==> src/rtl/mem_access_if.sv <==
// DRAM request/acknowledge port of the miniRV MEM stage.
// master = memory stage (issues requests), slave = DRAM or its model.
interface mem_access_if;
    logic        dram_req;
    logic        dram_we;
    logic [31:0] dram_addr;
    logic [3:0]  dram_wmask;
    logic [31:0] dram_wdin;
    logic [31:0] dram_rdo;
    logic        dram_ack;

    modport master (
        output dram_req, dram_we, dram_addr, dram_wmask, dram_wdin,
        input  dram_rdo, dram_ack
    );

    modport slave (
        input  dram_req, dram_we, dram_addr, dram_wmask, dram_wdin,
        output dram_rdo, dram_ack
    );
endinterface

==> src/rtl/mem_access.sv <==
// miniRV MEM stage: DRAM req/ack access with lane alignment, load extension, MEM/WB register.
// Optional macro MEM_MISALIGN_CHK_EN: misaligned H/W accesses retire at once with err and no DRAM request.
module mem_access #(
    parameter int unsigned TIMEOUT = 15,
    parameter logic [31:0] RST_PC4 = '0
) (
    input  logic         clk,
    input  logic         rst_n,
    input  logic         ex_mem_valid_i,
    input  logic         ex_mem_rd_i,
    input  logic         ex_mem_wr_i,
    input  logic [2:0]   ex_mem_funct3_i,
    input  logic [31:0]  ex_mem_ALU_C_i,
    input  logic [31:0]  ex_mem_rD2_i,
    input  logic [31:0]  ex_mem_pc4_i,
    input  logic [31:0]  ex_mem_imm_ext_i,
    input  logic [1:0]   ex_mem_rf_wsel_i,
    input  logic         ex_mem_rf_we_i,
    input  logic [4:0]   ex_mem_wR_i,
    mem_access_if.master dram,
    output logic         mem_stall_o,
    output logic         mem_wb_valid_o,
    output logic         mem_wb_rf_we_o,
    output logic [4:0]   mem_wb_wR_o,
    output logic [1:0]   mem_wb_rf_wsel_o,
    output logic [31:0]  mem_wb_pc4_o,
    output logic [31:0]  mem_wb_ALU_C_o,
    output logic [31:0]  mem_wb_DRAM_rdo_o,
    output logic [31:0]  mem_wb_imm_ext_o,
    output logic         mem_wb_err_o
);
    localparam logic [0:0] S_IDLE = 1'b0;
    localparam logic [0:0] S_WAIT = 1'b1;
    localparam int unsigned CW = (TIMEOUT > 0) ? $clog2(TIMEOUT + 1) : 1;

    logic [0:0]    state_q, state_d;
    logic [CW-1:0] cnt_q, cnt_d;

    logic        valid_q, rf_we_q, err_q;
    logic [4:0]  wR_q;
    logic [1:0]  wsel_q;
    logic [31:0] pc4_q, alu_q, rdo_q, imm_q;

    logic        is_byte, is_half, misalign, acc, req, timeout_hit;
    logic [7:0]  ld_byte;
    logic [15:0] ld_half;
    logic [31:0] ld_data;
    logic [3:0]  st_mask;
    logic [31:0] st_data;

    // BU/HU encodings only mean byte/half for loads; on stores they fall back to word
    assign is_byte = (ex_mem_funct3_i == 3'b000) || (ex_mem_rd_i && ex_mem_funct3_i == 3'b100);
    assign is_half = (ex_mem_funct3_i == 3'b001) || (ex_mem_rd_i && ex_mem_funct3_i == 3'b101);

`ifdef MEM_MISALIGN_CHK_EN
    assign misalign = ex_mem_valid_i && (ex_mem_rd_i || ex_mem_wr_i) &&
                      (is_half ? ex_mem_ALU_C_i[0] : (!is_byte && ex_mem_ALU_C_i[1:0] != 2'b00));
`else
    assign misalign = 1'b0;
`endif

    assign acc         = ex_mem_valid_i && (ex_mem_rd_i || ex_mem_wr_i) && !misalign;
    assign req         = acc && rst_n;
    assign timeout_hit = (state_q == S_WAIT) && (cnt_q == CW'(TIMEOUT));
    assign mem_stall_o = req && !dram.dram_ack && !timeout_hit;

    always_comb begin
        st_mask = 4'hF;
        st_data = ex_mem_rD2_i;
        if (is_byte) begin
            st_mask = 4'b0001 << ex_mem_ALU_C_i[1:0];
            st_data = {4{ex_mem_rD2_i[7:0]}};
        end else if (is_half) begin
            st_mask = ex_mem_ALU_C_i[1] ? 4'b1100 : 4'b0011;
            st_data = {2{ex_mem_rD2_i[15:0]}};
        end
    end

    assign dram.dram_req   = req;
    assign dram.dram_we    = req && ex_mem_wr_i;
    assign dram.dram_addr  = req ? {ex_mem_ALU_C_i[31:2], 2'b00} : '0;
    assign dram.dram_wmask = (req && ex_mem_wr_i) ? st_mask : '0;
    assign dram.dram_wdin  = (req && ex_mem_wr_i) ? st_data : '0;

    always_comb begin
        case (ex_mem_ALU_C_i[1:0])
            2'b00:   ld_byte = dram.dram_rdo[7:0];
            2'b01:   ld_byte = dram.dram_rdo[15:8];
            2'b10:   ld_byte = dram.dram_rdo[23:16];
            default: ld_byte = dram.dram_rdo[31:24];
        endcase
        ld_half = ex_mem_ALU_C_i[1] ? dram.dram_rdo[31:16] : dram.dram_rdo[15:0];
        case (ex_mem_funct3_i)
            3'b000:  ld_data = {{24{ld_byte[7]}}, ld_byte};
            3'b100:  ld_data = {24'h0, ld_byte};
            3'b001:  ld_data = {{16{ld_half[15]}}, ld_half};
            3'b101:  ld_data = {16'h0, ld_half};
            default: ld_data = dram.dram_rdo;
        endcase
    end

    always_comb begin
        state_d = state_q;
        cnt_d   = cnt_q;
        case (state_q)
            S_IDLE: if (acc && !dram.dram_ack) begin
                state_d = S_WAIT;
                cnt_d   = '0;
            end
            default: begin
                if (!acc || dram.dram_ack || timeout_hit) state_d = S_IDLE;
                else if (cnt_q != CW'(TIMEOUT))           cnt_d   = cnt_q + CW'(1);
            end
        endcase
    end

    always_ff @(posedge clk or negedge rst_n) begin
        if (!rst_n) begin
            state_q <= S_IDLE;
            cnt_q   <= '0;
            valid_q <= 1'b0;
            rf_we_q <= 1'b0;
            err_q   <= 1'b0;
            wR_q    <= '0;
            wsel_q  <= '0;
            pc4_q   <= RST_PC4;
            alu_q   <= '0;
            rdo_q   <= '0;
            imm_q   <= '0;
        end else begin
            state_q <= state_d;
            cnt_q   <= cnt_d;
            if (!ex_mem_valid_i) begin
                valid_q <= 1'b0;
                rf_we_q <= 1'b0;
            end else if (mem_stall_o) begin
                valid_q <= 1'b0;
            end else begin
                // an unstalled access without ack can only be a timeout
                valid_q <= 1'b1;
                rf_we_q <= ex_mem_rf_we_i && !misalign;
                err_q   <= misalign || (acc && !dram.dram_ack);
                wR_q    <= ex_mem_wR_i;
                wsel_q  <= ex_mem_rf_wsel_i;
                pc4_q   <= ex_mem_pc4_i;
                alu_q   <= ex_mem_ALU_C_i;
                imm_q   <= ex_mem_imm_ext_i;
                rdo_q   <= (acc && ex_mem_rd_i && dram.dram_ack) ? ld_data : '0;
            end
        end
    end

    assign mem_wb_valid_o    = valid_q;
    assign mem_wb_rf_we_o    = rf_we_q;
    assign mem_wb_wR_o       = wR_q;
    assign mem_wb_rf_wsel_o  = wsel_q;
    assign mem_wb_pc4_o      = pc4_q;
    assign mem_wb_ALU_C_o    = alu_q;
    assign mem_wb_DRAM_rdo_o = rdo_q;
    assign mem_wb_imm_ext_o  = imm_q;
    assign mem_wb_err_o      = err_q;
endmodule
==> src/flat_wrapper.sv <==
// flat-port wrapper written by rule: the top's interface ports become plain ports
module mem_access_flat 
#(
    parameter int unsigned TIMEOUT = 15,
    parameter logic [31:0] RST_PC4 = '0
)
  (clk, rst_n, ex_mem_valid_i, ex_mem_rd_i, ex_mem_wr_i, ex_mem_funct3_i, ex_mem_ALU_C_i, ex_mem_rD2_i, ex_mem_pc4_i, ex_mem_imm_ext_i, ex_mem_rf_wsel_i, ex_mem_rf_we_i, ex_mem_wR_i, mem_stall_o, mem_wb_valid_o, mem_wb_rf_we_o, mem_wb_wR_o, mem_wb_rf_wsel_o, mem_wb_pc4_o, mem_wb_ALU_C_o, mem_wb_DRAM_rdo_o, mem_wb_imm_ext_o, mem_wb_err_o, dram_dram_req, dram_dram_we, dram_dram_addr, dram_dram_wmask, dram_dram_wdin, dram_dram_rdo, dram_dram_ack);
  mem_access_if dram_i ();
  input  logic clk;
  input  logic rst_n;
  input  logic ex_mem_valid_i;
  input  logic ex_mem_rd_i;
  input  logic ex_mem_wr_i;
  input  logic [2:0] ex_mem_funct3_i;
  input  logic [31:0] ex_mem_ALU_C_i;
  input  logic [31:0] ex_mem_rD2_i;
  input  logic [31:0] ex_mem_pc4_i;
  input  logic [31:0] ex_mem_imm_ext_i;
  input  logic [1:0] ex_mem_rf_wsel_i;
  input  logic ex_mem_rf_we_i;
  input  logic [4:0] ex_mem_wR_i;
  output logic mem_stall_o;
  output logic mem_wb_valid_o;
  output logic mem_wb_rf_we_o;
  output logic [4:0] mem_wb_wR_o;
  output logic [1:0] mem_wb_rf_wsel_o;
  output logic [31:0] mem_wb_pc4_o;
  output logic [31:0] mem_wb_ALU_C_o;
  output logic [31:0] mem_wb_DRAM_rdo_o;
  output logic [31:0] mem_wb_imm_ext_o;
  output logic mem_wb_err_o;
  output wire logic [$bits(dram_i.dram_req)-1:0] dram_dram_req;
  output wire logic [$bits(dram_i.dram_we)-1:0] dram_dram_we;
  output wire logic [$bits(dram_i.dram_addr)-1:0] dram_dram_addr;
  output wire logic [$bits(dram_i.dram_wmask)-1:0] dram_dram_wmask;
  output wire logic [$bits(dram_i.dram_wdin)-1:0] dram_dram_wdin;
  input wire logic [$bits(dram_i.dram_rdo)-1:0] dram_dram_rdo;
  input wire logic [$bits(dram_i.dram_ack)-1:0] dram_dram_ack;
  assign dram_dram_req = dram_i.dram_req;
  assign dram_dram_we = dram_i.dram_we;
  assign dram_dram_addr = dram_i.dram_addr;
  assign dram_dram_wmask = dram_i.dram_wmask;
  assign dram_dram_wdin = dram_i.dram_wdin;
  assign dram_i.dram_rdo = dram_dram_rdo;
  assign dram_i.dram_ack = dram_dram_ack;
  mem_access #(.TIMEOUT(TIMEOUT), .RST_PC4(RST_PC4)) u_core (.clk(clk), .rst_n(rst_n), .ex_mem_valid_i(ex_mem_valid_i), .ex_mem_rd_i(ex_mem_rd_i), .ex_mem_wr_i(ex_mem_wr_i), .ex_mem_funct3_i(ex_mem_funct3_i), .ex_mem_ALU_C_i(ex_mem_ALU_C_i), .ex_mem_rD2_i(ex_mem_rD2_i), .ex_mem_pc4_i(ex_mem_pc4_i), .ex_mem_imm_ext_i(ex_mem_imm_ext_i), .ex_mem_rf_wsel_i(ex_mem_rf_wsel_i), .ex_mem_rf_we_i(ex_mem_rf_we_i), .ex_mem_wR_i(ex_mem_wR_i), .dram(dram_i), .mem_stall_o(mem_stall_o), .mem_wb_valid_o(mem_wb_valid_o), .mem_wb_rf_we_o(mem_wb_rf_we_o), .mem_wb_wR_o(mem_wb_wR_o), .mem_wb_rf_wsel_o(mem_wb_rf_wsel_o), .mem_wb_pc4_o(mem_wb_pc4_o), .mem_wb_ALU_C_o(mem_wb_ALU_C_o), .mem_wb_DRAM_rdo_o(mem_wb_DRAM_rdo_o), .mem_wb_imm_ext_o(mem_wb_imm_ext_o), .mem_wb_err_o(mem_wb_err_o));
endmodule
==> config.mk <==
export PLATFORM = sky130hd
export DESIGN_NAME = mem_access_flat
export DESIGN_NICKNAME = d
export VERILOG_FILES = /design/src/rtl/mem_access_if.sv /design/src/rtl/mem_access.sv /design/src/flat_wrapper.sv
export SDC_FILE = /design/constraint.sdc
export NUM_CORES = 1
export LEC_CHECK = 0
export CAP_MARGIN = 40
export CORE_MARGIN = 2
export CORE_UTILIZATION = 30
export CTS_BUF_LIST = sky130_fd_sc_hd__clkbuf_8
export CTS_CLUSTER_DIAMETER = 150
export DETAILED_ROUTE_END_ITERATION = 12
export PLACE_DENSITY = 0.7
export SYNTH_ARGS = -nofsm -noshare
export SYNTH_HDL_FRONTEND = slang
export SYNTH_SLANG_ARGS = --single-unit
==> constraint.sdc <==
create_clock -name clk -period 2.2 [get_ports clk]
set_input_delay 0.44 -clock clk [delete_from_list [all_inputs] [get_ports clk]]
set_output_delay 0.44 -clock clk [all_outputs]
set_load 0.005 [all_outputs]
=== Word-level counts from Yosys, hierarchy flattened ===
Cells that the tools add are included.

* Register bits after elaboration: 143
* Input port bits: 177
* Word-level logic and storage cells: 71

* Add/subtract/negate cells: 1
* Eq/ne operators: 10
* Shift operators: 1
* Multiplexer cells: 23
* Bitwise gates (word level): 1
* Reduce and logical (&&, ||, !) cells: 24

{| class="wikitable"
|+ Operators with widths
! operator !! count
|-
| 32-bit 2-to-1 mux || 5
|-
| 32-bit case mux with 4 select lines || 1
|-
| 4-bit 2-to-1 mux || 8
|-
| 8-bit case mux with 3 select lines || 1
|-
| 16-bit 2-to-1 mux || 1
|-
| 1-bit logical AND || 11
|-
| 1-bit 2-to-1 mux || 7
|-
| 3-bit == test (second input constant) || 2
|-
| 2-bit inequality test (second input constant) || 3
|-
| 1-bit logical OR || 5
|-
| 4-bit by 1-bit adder with 4-bit output (second input constant) || 1
|-
| 4-bit == test (second input constant) || 1
|-
| 4-bit inequality test (second input constant) || 1
|-
| 1-bit by 2-bit left shift with 4-bit output (first input constant) || 1
|-
| 3-bit by 1-bit == test with 1-bit output (second input constant) || 1
|-
| 1-bit zero test || 3
|-
| 3-bit zero test || 1
|-
| 3-bit AND reduction || 1
|-
| 2-bit by 1-bit == test with 1-bit output (second input constant) || 1
|-
| 2-bit == test (second input constant) || 1
|-
| 2-bit zero test || 1
|-
| 2-bit AND reduction || 1
|-
| 2-bit nonzero test || 1
|-
| 1-bit inverter || 1
|}

=== Longest topological paths before layout ===
Gate-level depths: netlist of the first run.

* Depth in word-level cells: 7
* Mapped depth: 8

=== Worst setup path after synthesis of the first run ===
No wires, ideal clock.

* Kind: in2out
* Start: input port ex_mem_funct3_i[1]
* End: output port dram_dram_wdin[31]
* Arrival: 1.671 ns
* Data required time: 1.760 ns
* Path slack: 0.089 ns
* Stages on the path: 6
* Path buffers: 2
* Path through: buf_2 or2_2 clkbuf_1 nor2_1 nand2_1 a31oi_1

* Cells in the longest elaborated chain, start to end: 6
* Elaborated cells on any way between the ends: 11
* Classes of those cells: eq/ne (3); mux (3); reduce/logical (5)

{| class="wikitable"
|+ RTL lines
! item !! RTL line !! RTL
|-
| start, declared || flat_wrapper.sv:14 || <nowiki>input logic [2:0] ex_mem_funct3_i;</nowiki>
|-
| 3-bit == test || mem_access.sv:53 || <nowiki>assign is_half = (ex_mem_funct3_i == 3'b001) || (ex_mem_rd_i && ex_mem_funct3_i == 3'b101);</nowiki>
|-
| 1-bit logical AND || mem_access.sv:53 ||
|-
| 1-bit logical OR || mem_access.sv:53 ||
|-
| 32-bit 2-to-1 mux || mem_access.sv:73 || <nowiki>end else if (is_half) begin</nowiki>
|-
| 32-bit 2-to-1 mux (*) || mem_access.sv:70 || <nowiki>if (is_byte) begin</nowiki>
|-
| 32-bit 2-to-1 mux (*) || mem_access.sv:83 || <nowiki>assign dram.dram_wdin = (req && ex_mem_wr_i) ? st_data : '0;</nowiki>
|-
| end, declared || flat_wrapper.sv:36 || <nowiki>output wire logic [$bits(dram_i.dram_wdin)-1:0] dram_dram_wdin;</nowiki>
|}

Every way passes the cells marked *; elsewhere a longest branch is shown, timed or not.

=== Final worst setup path of the first run ===
* Start: input port ex_mem_funct3_i[2]
* End: output port dram_dram_wmask[2]

* Cells in the longest elaborated chain, start to end: 6
* Elaborated cells on any way between the ends: 11
* Classes of those cells: eq/ne (3); mux (3); reduce/logical (5)

{| class="wikitable"
|+ RTL lines
! item !! RTL line !! RTL
|-
| 3-bit == test || mem_access.sv:53 ||
|-
| 1-bit logical AND || mem_access.sv:53 ||
|-
| 1-bit logical OR || mem_access.sv:53 ||
|-
| 4-bit 2-to-1 mux || mem_access.sv:73 ||
|-
| 4-bit 2-to-1 mux (*) || mem_access.sv:70 ||
|-
| 4-bit 2-to-1 mux (*) || mem_access.sv:82 || <nowiki>assign dram.dram_wmask = (req && ex_mem_wr_i) ? st_mask : '0;</nowiki>
|-
| end, declared || flat_wrapper.sv:35 || <nowiki>output wire logic [$bits(dram_i.dram_wmask)-1:0] dram_dram_wmask;</nowiki>
|}

Marks and branches as above.

==> metrics.txt, run 1 <==
# TYPE chip_impl_metric gauge
chip_impl_metric{name="powerDensity",unit="nW/um^2"} 605
chip_impl_metric{name="total_leakage_power",unit="nW"} 5.58
chip_impl_metric{name="postRouteAntennaNets",unit=""} 0
chip_impl_info{name="worstHoldPathType",value="primary input to asynchronous set/reset pin"} 1
chip_impl_metric{name="endpoint_required_time_on_the_critical_path",unit="ns"} 1.76
chip_impl_metric{name="number_of_global_route_vias_before_repair",unit=""} 6750
chip_impl_metric{name="rows",unit=""} 53
chip_impl_metric{name="die_area",unit="sq um"} 22900
chip_impl_info{name="postSynth.topFlopCell",value="sky130_fd_sc_hd__dfrtp_1"} 1
chip_impl_metric{name="worst_ir_drop_vdd",unit="mV"} 0.360
chip_impl_metric{name="floorplan.initialDensity",unit="%"} 30.8
chip_impl_info{name="rsz0062_at_grt",value="yes"} 1
chip_impl_metric{name="routed_wl",unit="um"} 24100
chip_impl_metric{name="async_flop_share",unit="%"} 100
chip_impl_metric{name="post-route-worst-setup-slack",unit="ns"} 0.0368
chip_impl_metric{name="total_area_of_multi_input_combinational_cells",unit="sq um"} 2790
chip_impl_metric{name="yosys_warnings",unit=""} 0
chip_impl_metric{name="cts_buffers",unit=""} 17
chip_impl_metric{name="synth.cell_area",unit="sq um"} 6510
chip_impl_metric{name="worstPathMaxFanout",unit=""} 6
chip_impl_info{name="outcome",value="finished clean"} 1
chip_impl_metric{name="antenna-diode-count",unit=""} 0
chip_impl_metric{name="cts_sinks",unit=""} 143
chip_impl_info{name="netlist_top_cells_area",value="sky130_fd_sc_hd__dfrtp_1 55%, sky130_fd_sc_hd__nand2_1 21%, sky130_fd_sc_hd__and2_1 3.6%"} 1
chip_impl_metric{name="critPathMaxStageDelay",unit="ns"} 0.24
chip_impl_metric{name="grt_max_degree",unit=""} 144
chip_impl_info{name="path_common_cell",value="sky130_fd_sc_hd__buf_4"} 1
chip_impl_metric{name="fill_cells",unit=""} 1964
chip_impl_metric{name="grt_first_pass_wirelength",unit="um"} 35900
chip_impl_metric{name="layout.nets",unit=""} 1370
chip_impl_metric{name="syn_area_per_cell",unit="sq um"} 8.49
chip_impl_info{name="worstSetupEndpointType",value="output pin"} 1
chip_impl_info{name="synthDominantAreaCellType",value="sky130_fd_sc_hd__dfrtp_1"} 1
chip_impl_metric{name="clk_latency",unit="ns"} 0.44
chip_impl_metric{name="fp.coreArea",unit="sq um"} 21200
chip_impl_metric{name="yosys.area.top_type_share",unit="%"} 54.9
chip_impl_metric{name="number_of_flops_mapped_to_enable_cells_by_yosys",unit=""} 0
chip_impl_metric{name="post-dp-hpwl",unit="um"} 17900
chip_impl_metric{name="crit_buf_inv",unit=""} 5
chip_impl_metric{name="area_delta_synth_final",unit="%"} 76.7
chip_impl_info{name="tritoncts",value="built"} 1
chip_impl_info{name="layout_commonest_cell",value="sky130_fd_sc_hd__nand2_1"} 1
chip_impl_metric{name="placement.io_buffers",unit=""} 383
chip_impl_metric{name="synth_cells",unit=""} 767
chip_impl_metric{name="ff_latch_area",unit="sq um"} 3580
chip_impl_metric{name="fin_crit_sh",unit="%"} 98.3
chip_impl_metric{name="finalClockSkew",unit="ns"} 0.0139
chip_impl_metric{name="finalNonFillerCells",unit=""} 1479
chip_impl_metric{name="cap_violations",unit=""} 0
chip_impl_metric{name="postLayoutCellArea",unit="sq um"} 11500
chip_impl_metric{name="synth_unique_cells",unit=""} 38
chip_impl_info{name="critPathKind",value="primary input to output pin"} 1
chip_impl_metric{name="grt.total_usage",unit="%"} 20.4
chip_impl_info{name="critical_path.startpoint_type",value="primary input"} 1
chip_impl_metric{name="finalWeightedCongestion",unit=""} 0.839
chip_impl_metric{name="antenna_found_initial",unit=""} 1
chip_impl_metric{name="numPlacedInstances",unit=""} 1435
chip_impl_metric{name="place_ws",unit="ns"} -0.507
chip_impl_info{name="cts-root-buf",value="sky130_fd_sc_hd__clkbuf_8"} 1
chip_impl_metric{name="worstPathArrival",unit="ns"} 1.72
chip_impl_metric{name="max_slew_margin",unit="%"} 46.1
chip_impl_metric{name="dr.pass1.iters",unit=""} 6
chip_impl_metric{name="clock_tree.htree_level_count",unit=""} 4
chip_impl_metric{name="tightestPinTransition",unit="ns"} 0.808
chip_impl_metric{name="clock_pin_transition_on_the_worst_setup_and_hold_timing_paths",unit="ns"} 0.08
chip_impl_metric{name="timing.reg2reg.worst_path_depth",unit=""} 8
chip_impl_metric{name="cts.path.max_buffers",unit=""} 2
chip_impl_metric{name="floorplan.io_pins",unit=""} 386
chip_impl_info{name="worst_path_dominant_cell_family",value="buffers and inverters"} 1
chip_impl_info{name="layout.cells.most_common_list",value="363 x sky130_fd_sc_hd__nand2_1, 316 x sky130_fd_sc_hd__clkdlybuf4s50_1, 143 x sky130_fd_sc_hd__dfrtp_1"} 1
chip_impl_metric{name="detail_route.drc_violations",unit=""} 0
chip_impl_metric{name="report.final.setup_viol",unit=""} 0
chip_impl_metric{name="finish.utilization",unit="%"} 54.4
chip_impl_metric{name="via_count",unit=""} 6775
chip_impl_metric{name="finalWorstPathRequiredPeriod",unit="ns"} 2.16
chip_impl_metric{name="post_drt_wl_per_cell",unit="um"} 16.3
chip_impl_metric{name="die-width",unit="um"} 151
chip_impl_metric{name="grt.overflow.total",unit=""} 0
chip_impl_metric{name="dieHeight",unit="um"} 151
chip_impl_metric{name="placed_area",unit="sq um"} 11000
chip_impl_metric{name="timing.critical_path.depth",unit=""} 8
chip_impl_metric{name="report.final.slew_viol_count",unit=""} 0
chip_impl_metric{name="drt_iter0_markers",unit=""} 281
chip_impl_metric{name="achievable-frequency",unit="MHz"} 462
chip_impl_metric{name="post_drt_via_cell_ratio",unit=""} 4.58
chip_impl_info{name="worstPathCellList",value="dlygate4sd2_1, nor2b_4, nor2_4, buf_4, buf_2, buf_4, a21oi_2, clkdlybuf4s15_2"} 1
chip_impl_metric{name="final_layout_size_suffix_gt1_share",unit="%"} 10.8
chip_impl_metric{name="total_of_hold_buffers_inserted_after_clock_tree_synthesis",unit=""} 0
chip_impl_info{name="cell_with_the_biggest_individual_delay_on_the_critical_path",value="sky130_fd_sc_hd__dlygate4sd2_1"} 1
chip_impl_metric{name="setup.reg_to_reg.worst_slack",unit="ns"} 0.16
chip_impl_metric{name="ys_seq_elements",unit=""} 143
chip_impl_metric{name="seq_area_frac_synth",unit="%"} 54.9
chip_impl_metric{name="final-hold-violation-count",unit=""} 0
final cells by class:
type                    count  area share (%)
clock inverters            14            1.36
flip-flops and latches    143            31.1
well taps                 275            2.99
repair buffers            451            37.9
inverters                  11           0.370
clock buffers              17            2.03
multi-input cells         568            24.2
per-layer routing:
layer,wire length [um],GRT usage [%]
met1,9700,23.9
met3,2010,5.87
met2,11900,35.9
met4,505,6.59
met5,0,0
Yosys cell counts (2+ instances only):
master,n
sky130_fd_sc_hd__nand2_1,363
sky130_fd_sc_hd__mux2i_1,14
sky130_fd_sc_hd__buf_4,2
sky130_fd_sc_hd__clkbuf_1,38
sky130_fd_sc_hd__dfrtp_1,143
sky130_fd_sc_hd__buf_2,3
sky130_fd_sc_hd__o22ai_1,5
sky130_fd_sc_hd__nor3_1,2
sky130_fd_sc_hd__nor2b_1,2
sky130_fd_sc_hd__and2_1,38
sky130_fd_sc_hd__a211oi_1,8
sky130_fd_sc_hd__a221o_1,17
sky130_fd_sc_hd__buf_1,2
sky130_fd_sc_hd__a21oi_1,30
sky130_fd_sc_hd__nand3_1,7
sky130_fd_sc_hd__inv_1,10
sky130_fd_sc_hd__o221ai_1,3
sky130_fd_sc_hd__nand2b_1,6
sky130_fd_sc_hd__o21ai_0,40
sky130_fd_sc_hd__nor2_1,16
what timing repair did:
| item | in CTS | in global routing |
|---|---|---|
| gates cloned | 2 | 0 |
| setup buffers | 11 | 0 |
| setup endpoints to repair | 69 | 29 |
| pin swaps | 4 | 1 |
| resized for setup | 120 | 8 |
per-stage QoR:
| stage | total power, mW | hold slack, ns | TNS, ns |
|---|---|---|---|
| global placement | 4.88 | 0.457 | -44.90 |
| floorplan | 3.60 | 0.144 | 0 |
| detailed placement | 4.90 | 0.461 | -43.14 |
| CTS | 7.06 | 0.181 | 0 |
| finish | 6.97 | 0.130 | 0 |
| global route | 7.37 | 0.205 | -0.0309 |
worst paths after layout:
| check | start | to |
|---|---|---|
| max | ex_mem_funct3_i[2] | dram_dram_wmask[2] |
| min | rst_n | u_core.mem_wb_ALU_C_o[1] |
| max reg2reg | u_core.cnt_q[0] | u_core.mem_wb_imm_ext_o[17] |
| min reg2reg | u_core.mem_wb_imm_ext_o[8] | u_core.mem_wb_imm_ext_o[8] |
| max in group asynchronous | rst_n | u_core.mem_wb_ALU_C_o[12] |
| min in group clk | ex_mem_valid_i | u_core.mem_wb_err_o |
registers in the layout, indices dropped and copies added, names as in the netlist:
name and cells:
u_core.mem_wb_imm_ext_o 32, u_core.mem_wb_err_o 1, u_core.cnt_q 4, u_core.mem_wb_rf_wsel_o 2
u_core.mem_wb_wR_o 5, u_core.state_q 1, u_core.mem_wb_ALU_C_o 32, u_core.mem_wb_valid_o 1
u_core.mem_wb_DRAM_rdo_o 32, u_core.mem_wb_pc4_o 32, u_core.mem_wb_rf_we_o 1
power by group:
part | internal, mW | leakage, nW | switching, mW
clock | 1.02 | 0.185 | 1.10
sequential | 2.90 | 1.80 | 0.147
combinational | 1.07 | 3.60 | 0.728
logic make-up after synthesis:
kind of cell / count (synthesis) / synth area share (%)
buf+inv: 57 / 3.57
compound gates: 109 / 10.9
fa+ha+maj: 1 / 0.192
flops: 143 / 54.9
other cells: 1 / 0.0576
simple gates: 440 / 27.7
mux: 16 / 2.67
Power figures use the tool's default switching activity.
==> inputs of run 2 (changes only) <==
--- a/config.mk
+++ b/config.mk
@@ -5,6 +5,7 @@
 export SDC_FILE = /design/constraint.sdc
 export NUM_CORES = 1
 export LEC_CHECK = 0
+export ABC_CLOCK_PERIOD_IN_PS = 2040
 export CAP_MARGIN = 40
 export CORE_MARGIN = 2
 export CORE_UTILIZATION = 30
==> constraint.sdc (replaced) <==
create_clock -name clk -period 2.04 [get_ports clk]
set_input_delay 0.408 -clock clk [delete_from_list [all_inputs] [get_ports clk]]
set_output_delay 0.408 -clock clk [all_outputs]
set_load 0.005 [all_outputs]
==> metrics.txt, run 2 (same netlist as run 1, synthesis figures left out) <==
# TYPE chip_impl_metric gauge
chip_impl_metric{name="worst_ir_drop_vdd",unit="mV"} 0.370
chip_impl_metric{name="dr.pass1.iters",unit=""} 4
chip_impl_metric{name="fp.coreArea",unit="sq um"} 21200
chip_impl_metric{name="report.final.setup_viol",unit=""} 0
chip_impl_metric{name="cts_sinks",unit=""} 143
chip_impl_info{name="layout_commonest_cell",value="sky130_fd_sc_hd__nand2_1"} 1
chip_impl_metric{name="numPlacedInstances",unit=""} 1459
chip_impl_metric{name="ff_latch_area",unit="sq um"} 3580
chip_impl_metric{name="achievable-frequency",unit="MHz"} 495
chip_impl_info{name="layout.cells.most_common_list",value="363 x sky130_fd_sc_hd__nand2_1, 309 x sky130_fd_sc_hd__clkdlybuf4s50_1, 143 x sky130_fd_sc_hd__dfrtp_1"} 1
chip_impl_metric{name="post_drt_via_cell_ratio",unit=""} 4.65
chip_impl_metric{name="p_total",unit="mW"} 7.83
chip_impl_metric{name="area_delta_synth_final",unit="%"} 82.5
chip_impl_info{name="outcome",value="finished clean"} 1
chip_impl_metric{name="final-hold-violation-count",unit=""} 0
chip_impl_metric{name="fill_cells",unit=""} 1892
chip_impl_metric{name="post-dp-hpwl",unit="um"} 18800
chip_impl_metric{name="number_of_global_route_vias_before_repair",unit=""} 6918
chip_impl_metric{name="antenna_found_initial",unit=""} 2
chip_impl_info{name="beginning_of_the_worst_register_to_register_path",value="u_core.cnt_q[0]"} 1
chip_impl_metric{name="finalClockSkew",unit="ns"} 0.0193
chip_impl_metric{name="cts_buffers",unit=""} 17
chip_impl_metric{name="placement.io_buffers",unit=""} 383
chip_impl_metric{name="grt.overflow.total",unit=""} 0
chip_impl_info{name="worst_r2r_endpoint",value="u_core.mem_wb_ALU_C_o[25]"} 1
chip_impl_info{name="worstSetupEndpointType",value="output pin"} 1
chip_impl_metric{name="floorplan.initialDensity",unit="%"} 30.8
chip_impl_info{name="critical_path.startpoint_type",value="flip-flop"} 1
chip_impl_metric{name="timing.reg2reg.worst_path_depth",unit=""} 8
chip_impl_metric{name="via_count",unit=""} 7017
chip_impl_metric{name="clock_tree.htree_level_count",unit=""} 4
chip_impl_metric{name="post-route-worst-setup-slack",unit="ns"} 0.0209
chip_impl_info{name="cts-root-buf",value="sky130_fd_sc_hd__clkbuf_8"} 1
chip_impl_metric{name="report.final.slew_viol_count",unit=""} 0
chip_impl_metric{name="worstPathArrival",unit="ns"} 1.61
chip_impl_info{name="rsz0062_at_grt",value="yes"} 1
chip_impl_metric{name="die-width",unit="um"} 151
chip_impl_metric{name="fin_crit_sh",unit="%"} 99.0
chip_impl_info{name="tritoncts",value="built"} 1
chip_impl_metric{name="floorplan.io_pins",unit=""} 386
chip_impl_info{name="worstHoldPathType",value="primary input to flip-flop"} 1
chip_impl_metric{name="final_layout_size_suffix_gt1_share",unit="%"} 15.9
chip_impl_metric{name="tightestPinTransition",unit="ns"} 0.569
chip_impl_metric{name="cap_violations",unit=""} 0
chip_impl_metric{name="total_area_of_multi_input_combinational_cells",unit="sq um"} 2830
chip_impl_metric{name="grt_first_pass_wirelength",unit="um"} 37300
chip_impl_info{name="hold_start",value="ex_mem_valid_i"} 1
chip_impl_metric{name="finalWorstPathRequiredPeriod",unit="ns"} 2.02
chip_impl_metric{name="clk_latency",unit="ns"} 0.43
chip_impl_metric{name="endpoint_required_time_on_the_critical_path",unit="ns"} 1.63
chip_impl_metric{name="dieHeight",unit="um"} 151
chip_impl_metric{name="worst_hold_path.num_cells",unit=""} 3
chip_impl_metric{name="cts.path.max_buffers",unit=""} 2
chip_impl_info{name="critPathKind",value="flip-flop to output pin"} 1
chip_impl_metric{name="routed_wl",unit="um"} 25500
chip_impl_info{name="hold-path-endpoint",value="u_core.mem_wb_err_o"} 1
chip_impl_metric{name="powerDensity",unit="nW/um^2"} 658
chip_impl_metric{name="setup.reg_to_reg.worst_slack",unit="ns"} 0.10
chip_impl_metric{name="layout.nets",unit=""} 1399
chip_impl_metric{name="detail_route.drc_violations",unit=""} 0
chip_impl_metric{name="finalNonFillerCells",unit=""} 1508
chip_impl_metric{name="rows",unit=""} 53
chip_impl_metric{name="max_slew_margin",unit="%"} 61.9
chip_impl_metric{name="total_leakage_power",unit="nW"} 5.79
chip_impl_metric{name="clock_pin_transition_on_the_worst_setup_and_hold_timing_paths",unit="ns"} 0.09
chip_impl_metric{name="grt.total_usage",unit="%"} 21.4
chip_impl_metric{name="worstPathMaxFanout",unit=""} 2
chip_impl_metric{name="finish.utilization",unit="%"} 56.2
chip_impl_metric{name="drt_iter0_markers",unit=""} 302
chip_impl_metric{name="die_area",unit="sq um"} 22900
chip_impl_metric{name="setup_total_negative_slack",unit="ns"} 0
chip_impl_metric{name="postRouteAntennaNets",unit=""} 0
chip_impl_metric{name="post_drt_wl_per_cell",unit="um"} 16.9
chip_impl_metric{name="grt_max_degree",unit=""} 75
chip_impl_metric{name="place_ws",unit="ns"} -0.615
chip_impl_metric{name="finalWeightedCongestion",unit=""} 0.838
[run 2: final cells by class]
type / instances / share of cell area, %
Antenna cell: 1 / 0.0210
Tap cell: 275 / 2.89
Sequential cell: 143 / 30.1
Multi-Input combinational cell: 568 / 23.8
Timing Repair inverter: 1 / 0.0631
Inverter: 11 / 0.358
Timing Repair Buffer: 479 / 39.2
Clock buffer: 18 / 2.08
Clock inverter: 12 / 1.55
[run 2: routing by layer]
| layer | wire length (um) | GRT usage (%) |
|---|---|---|
| met1 | 9880 | 24.2 |
| met2 | 13000 | 38.0 |
| met3 | 2040 | 6.45 |
| met4 | 617 | 7.62 |
| met5 | 0 | 0 |
[run 2: metrics by stage]
stage / area (sq um) / hold WS [ns]
after floorplan: 6520 / 0.112
after global placement: 11200 / 0.457
after detailed placement: 11300 / 0.367
after CTS: 12000 / 0.295
after global routing: 11900 / 0.311
final: 11900 / 0.345
[run 2: timing repair]
item	4_1_cts	5_1_grt
endpoints found under the setup margin	69	55
gates resized for setup	141	73
pin swaps	4	5
hold buffers	1	0
endpoints found under the hold margin	23	0
buffers inserted	11	2
gates cloned	4	1
[run 2: where the power goes]
| part | leakage, nW | total [mW] | internal, mW | switching, mW |
|---|---|---|---|---|
| sequential | 1.80 | 3.30 | 3.13 | 0.164 |
| combinational | 3.78 | 2.03 | 1.21 | 0.820 |
| clock | 0.217 | 2.50 | 1.37 | 1.13 |
[run 2: worst max-delay path by stage]
stage | to | startpoint | cells past startpoint
floorplan | dram_dram_wdin[31] | ex_mem_funct3_i[1] | 6
global placement | dram_dram_wmask[2] | ex_mem_funct3_i[1] | 7
detailed placement | dram_dram_wmask[0] | ex_mem_funct3_i[1] | 7
CTS | mem_stall_o | u_core.cnt_q[1] | 4
global route | mem_stall_o | u_core.cnt_q[1] | 4
finish | mem_stall_o | u_core.cnt_q[0] | 4
[run 2: worst max-delay path, stage by stage, from the launching register on]
cell and delay (ns):
sky130_fd_sc_hd__dfrtp_1 0.40, sky130_fd_sc_hd__ha_2 0.18, sky130_fd_sc_hd__and4_4 0.19, sky130_fd_sc_hd__nor4_4 0.25
sky130_fd_sc_hd__buf_2 0.17
==> inputs of run 3 (changes only) <==
--- a/config.mk
+++ b/config.mk
@@ -13,6 +13,7 @@
 export CTS_CLUSTER_DIAMETER = 150
 export DETAILED_ROUTE_END_ITERATION = 12
 export PLACE_DENSITY = 0.7
+export SETUP_SLACK_MARGIN = 0.4
 export SYNTH_ARGS = -nofsm -noshare
 export SYNTH_HDL_FRONTEND = slang
 export SYNTH_SLANG_ARGS = --single-unit
==> metrics.txt, run 3 (same netlist as run 1, synthesis figures left out) <==
# TYPE chip_impl_metric gauge
chip_impl_metric{name="post-route-worst-setup-slack",unit="ns"} -0.0231
chip_impl_metric{name="report.final.slew_viol_count",unit=""} 0
chip_impl_metric{name="routed_wl",unit="um"} 33700
chip_impl_info{name="critical_path.startpoint_type",value="flip-flop"} 1
chip_impl_metric{name="met2_length",unit="um"} 17800
chip_impl_metric{name="worst_ir_drop_vdd",unit="mV"} 0.354
chip_impl_metric{name="drt_iter0_markers",unit=""} 333
chip_impl_metric{name="finalWorstPathRequiredPeriod",unit="ns"} 2.06
chip_impl_metric{name="finalWeightedCongestion",unit=""} 0.827
chip_impl_info{name="top_layer_used",value="met4"} 1
chip_impl_metric{name="cts_sinks",unit=""} 143
chip_impl_metric{name="total_leakage_power",unit="nW"} 8.72
chip_impl_metric{name="post_drt_wl_per_cell",unit="um"} 20.9
chip_impl_metric{name="wl_met1",unit="um"} 12000
chip_impl_metric{name="tightestPinTransition",unit="ns"} 0.846
chip_impl_metric{name="clock_tree.htree_level_count",unit=""} 4
chip_impl_metric{name="dr.pass1.iters",unit=""} 5
chip_impl_metric{name="area_delta_synth_final",unit="%"} 131
chip_impl_metric{name="placed_area",unit="sq um"} 11400
chip_impl_metric{name="final-hold-violation-count",unit=""} 0
chip_impl_metric{name="max_slew_margin",unit="%"} 43.6
chip_impl_metric{name="number_of_global_route_vias_before_repair",unit=""} 7637
chip_impl_metric{name="powerDensity",unit="nW/um^2"} 567
chip_impl_metric{name="timing.reg2reg.worst_path_depth",unit=""} 11
chip_impl_metric{name="fill_cells",unit=""} 1452
chip_impl_metric{name="final_layout_size_suffix_gt1_share",unit="%"} 42.6
chip_impl_metric{name="p_total",unit="mW"} 8.53
chip_impl_info{name="worstHoldPathType",value="primary input to asynchronous set/reset pin"} 1
chip_impl_info{name="violations",value="negative setup slack"} 1
chip_impl_metric{name="grt_max_degree",unit=""} 66
chip_impl_info{name="layout_commonest_cell",value="sky130_fd_sc_hd__nand2_1"} 1
chip_impl_metric{name="cap_violations",unit=""} 0
chip_impl_info{name="rsz0062_at_grt",value="yes"} 1
chip_impl_info{name="worstPathCellList",value="ha_2, and4_4, buf_6, o31ai_4, buf_6, clkinv_8, buf_12, buf_6, buf_12, nand2_1, nand2_1"} 1
chip_impl_info{name="outcome",value="complete, but fails checks"} 1
chip_impl_metric{name="clk_latency",unit="ns"} 0.45
chip_impl_metric{name="die_area",unit="sq um"} 22900
chip_impl_metric{name="rows",unit=""} 53
chip_impl_metric{name="total_area_of_multi_input_combinational_cells",unit="sq um"} 3890
chip_impl_metric{name="crit_buf_inv",unit=""} 6
chip_impl_metric{name="via_count",unit=""} 7925
chip_impl_metric{name="post_drt_via_cell_ratio",unit=""} 4.91
chip_impl_metric{name="timing.critical_path.depth",unit=""} 11
chip_impl_metric{name="postLayoutCellArea",unit="sq um"} 15000
chip_impl_metric{name="finalClockSkew",unit="ns"} 0.0189
chip_impl_metric{name="postRouteAntennaNets",unit=""} 0
chip_impl_info{name="layout.cells.most_common_list",value="189 x sky130_fd_sc_hd__nand2_1, 156 x sky130_fd_sc_hd__clkdlybuf4s50_1, 143 x sky130_fd_sc_hd__dfrtp_1"} 1
chip_impl_metric{name="fin_crit_sh",unit="%"} 101
chip_impl_metric{name="grt_first_pass_wirelength",unit="um"} 43300
chip_impl_metric{name="placement.io_buffers",unit=""} 383
chip_impl_metric{name="dieHeight",unit="um"} 151
chip_impl_metric{name="detail_route.drc_violations",unit=""} 0
chip_impl_metric{name="critPathMaxStageDelay",unit="ns"} 0.38
chip_impl_info{name="tritoncts",value="built"} 1
chip_impl_metric{name="clock_pin_transition_on_the_worst_setup_and_hold_timing_paths",unit="ns"} 0.09
chip_impl_metric{name="cts.path.max_buffers",unit=""} 2
chip_impl_metric{name="grt.total_usage",unit="%"} 25.2
chip_impl_metric{name="grt.overflow.total",unit=""} 0
chip_impl_metric{name="worstPathMaxFanout",unit=""} 7
chip_impl_metric{name="achievable-frequency",unit="MHz"} 485
chip_impl_metric{name="die-width",unit="um"} 151
chip_impl_metric{name="fp.coreArea",unit="sq um"} 21200
chip_impl_info{name="worstSetupEndpointType",value="flip-flop"} 1
chip_impl_metric{name="report.final.setup_viol",unit=""} 7
chip_impl_metric{name="antenna_found_initial",unit=""} 3
chip_impl_info{name="path_common_cell",value="sky130_fd_sc_hd__buf_6"} 1
chip_impl_info{name="cell_with_the_biggest_individual_delay_on_the_critical_path",value="sky130_fd_sc_hd__dfrtp_1"} 1
chip_impl_metric{name="post-dp-hpwl",unit="um"} 19600
chip_impl_metric{name="endpoint_required_time_on_the_critical_path",unit="ns"} 2.38
chip_impl_info{name="worst_path_dominant_cell_family",value="buffers and inverters"} 1
chip_impl_info{name="cts-root-buf",value="sky130_fd_sc_hd__clkbuf_8"} 1
chip_impl_metric{name="cts_buffers",unit=""} 17
chip_impl_info{name="critPathKind",value="flip-flop to flip-flop"} 1
chip_impl_metric{name="floorplan.io_pins",unit=""} 386
chip_impl_metric{name="layout.nets",unit=""} 1500
chip_impl_metric{name="ff_latch_area",unit="sq um"} 3580
chip_impl_metric{name="floorplan.initialDensity",unit="%"} 30.8
chip_impl_metric{name="worstPathArrival",unit="ns"} 2.40
chip_impl_metric{name="detailroute.wirelength.met3",unit="um"} 2650
## run 3: changes by cell type in the layout (fill, tap and decap cells not counted), moves of 29 or more
cell                              before  now
sky130_fd_sc_hd__nand2_4               0   65
sky130_fd_sc_hd__buf_6                 8   74
sky130_fd_sc_hd__and2_4                0   29
sky130_fd_sc_hd__clkdlybuf4s50_1     309  156
sky130_fd_sc_hd__clkbuf_2             29    0
sky130_fd_sc_hd__and2_1               38    9
sky130_fd_sc_hd__nand2_2               0  109
sky130_fd_sc_hd__dlymetal6s2s_1        6  132
sky130_fd_sc_hd__nand2_1             363  189
## run 3: through the flow
step / setup TNS [ns] / worst slack [ns] / std cells / hold WS [ns] / utilization [%]
finish: -0.0916 / -0.0231 / 1613 / 0.161 / 71.0
global route: -1.43 / -0.0789 / 1613 / 0.205 / 71.0
CTS: 0 / 0.0120 / 1561 / 0.182 / 62.4
detailed placement: -64.08 / -0.760 / 1459 / 0.397 / 53.8
global placement: -64.91 / -0.739 / 1457 / 0.456 / 53.6
floorplan: 0 / 0.303 / 768 / 0.112 / -
## run 3: final cells by class
| type | count | share of cell area, % |
|---|---|---|
| timing repair buffer | 581 | 45.0 |
| tap | 275 | 2.29 |
| sequential | 143 | 23.8 |
| inverter | 11 | 0.375 |
| multi-input combinational | 568 | 25.9 |
| antenna | 3 | 0.0500 |
| clock buffer | 17 | 1.56 |
| clock inverter | 15 | 0.999 |
## run 3: path summary, 6_finish.rpt
path	from	endpoint	slack, ns
max in group asynchronous	rst_n	u_core.mem_wb_imm_ext_o[7]	0.95
min in group clk	ex_mem_valid_i	u_core.mem_wb_err_o	0.32
max reg2reg	u_core.cnt_q[0]	u_core.mem_wb_ALU_C_o[15]	-0.02
min	rst_n	u_core.cnt_q[3]	0.16
max	u_core.cnt_q[0]	u_core.mem_wb_ALU_C_o[15]	-0.02
min reg2reg	u_core.mem_wb_pc4_o[1]	u_core.mem_wb_pc4_o[1]	0.47
## run 3: repair_timing
action / 4_1_cts / 5_1_grt
hold endpoints to repair: 16 / 0
endpoints found under the setup margin: 341 / 342
gates cloned: 26 / 7
resized for setup: 462 / 450
pin swaps: 45 / 181
setup buffers: 43 / 42
hold buffers: 1 / 0
## run 3: worst reg2reg max path, cell delays in order, from the launching register on
cell and delay (ns):
sky130_fd_sc_hd__dfrtp_1 0.38, sky130_fd_sc_hd__ha_2 0.19, sky130_fd_sc_hd__and4_4 0.18, sky130_fd_sc_hd__buf_6 0.12, sky130_fd_sc_hd__o31ai_4 0.28, sky130_fd_sc_hd__buf_6 0.17
sky130_fd_sc_hd__clkinv_8 0.08, sky130_fd_sc_hd__buf_12 0.17, sky130_fd_sc_hd__buf_6 0.13, sky130_fd_sc_hd__buf_12 0.12, sky130_fd_sc_hd__nand2_1 0.08, sky130_fd_sc_hd__nand2_1 0.06
## run 3: layer usage
layer | vias to the layer above | global-route usage [%]
li1 | 3628 | -
met1 | 3870 | 29.2
met2 | 364 | 45.3
met3 | 63 | 5.90
met4 | 0 | 9.21
met5 | - | 0
## run 3: power by group
part	internal [mW]	switching [mW]
Sequential	3.13	0.197
Combinational	1.69	1.22
Clock	1.01	1.29
Total	5.83	2.70
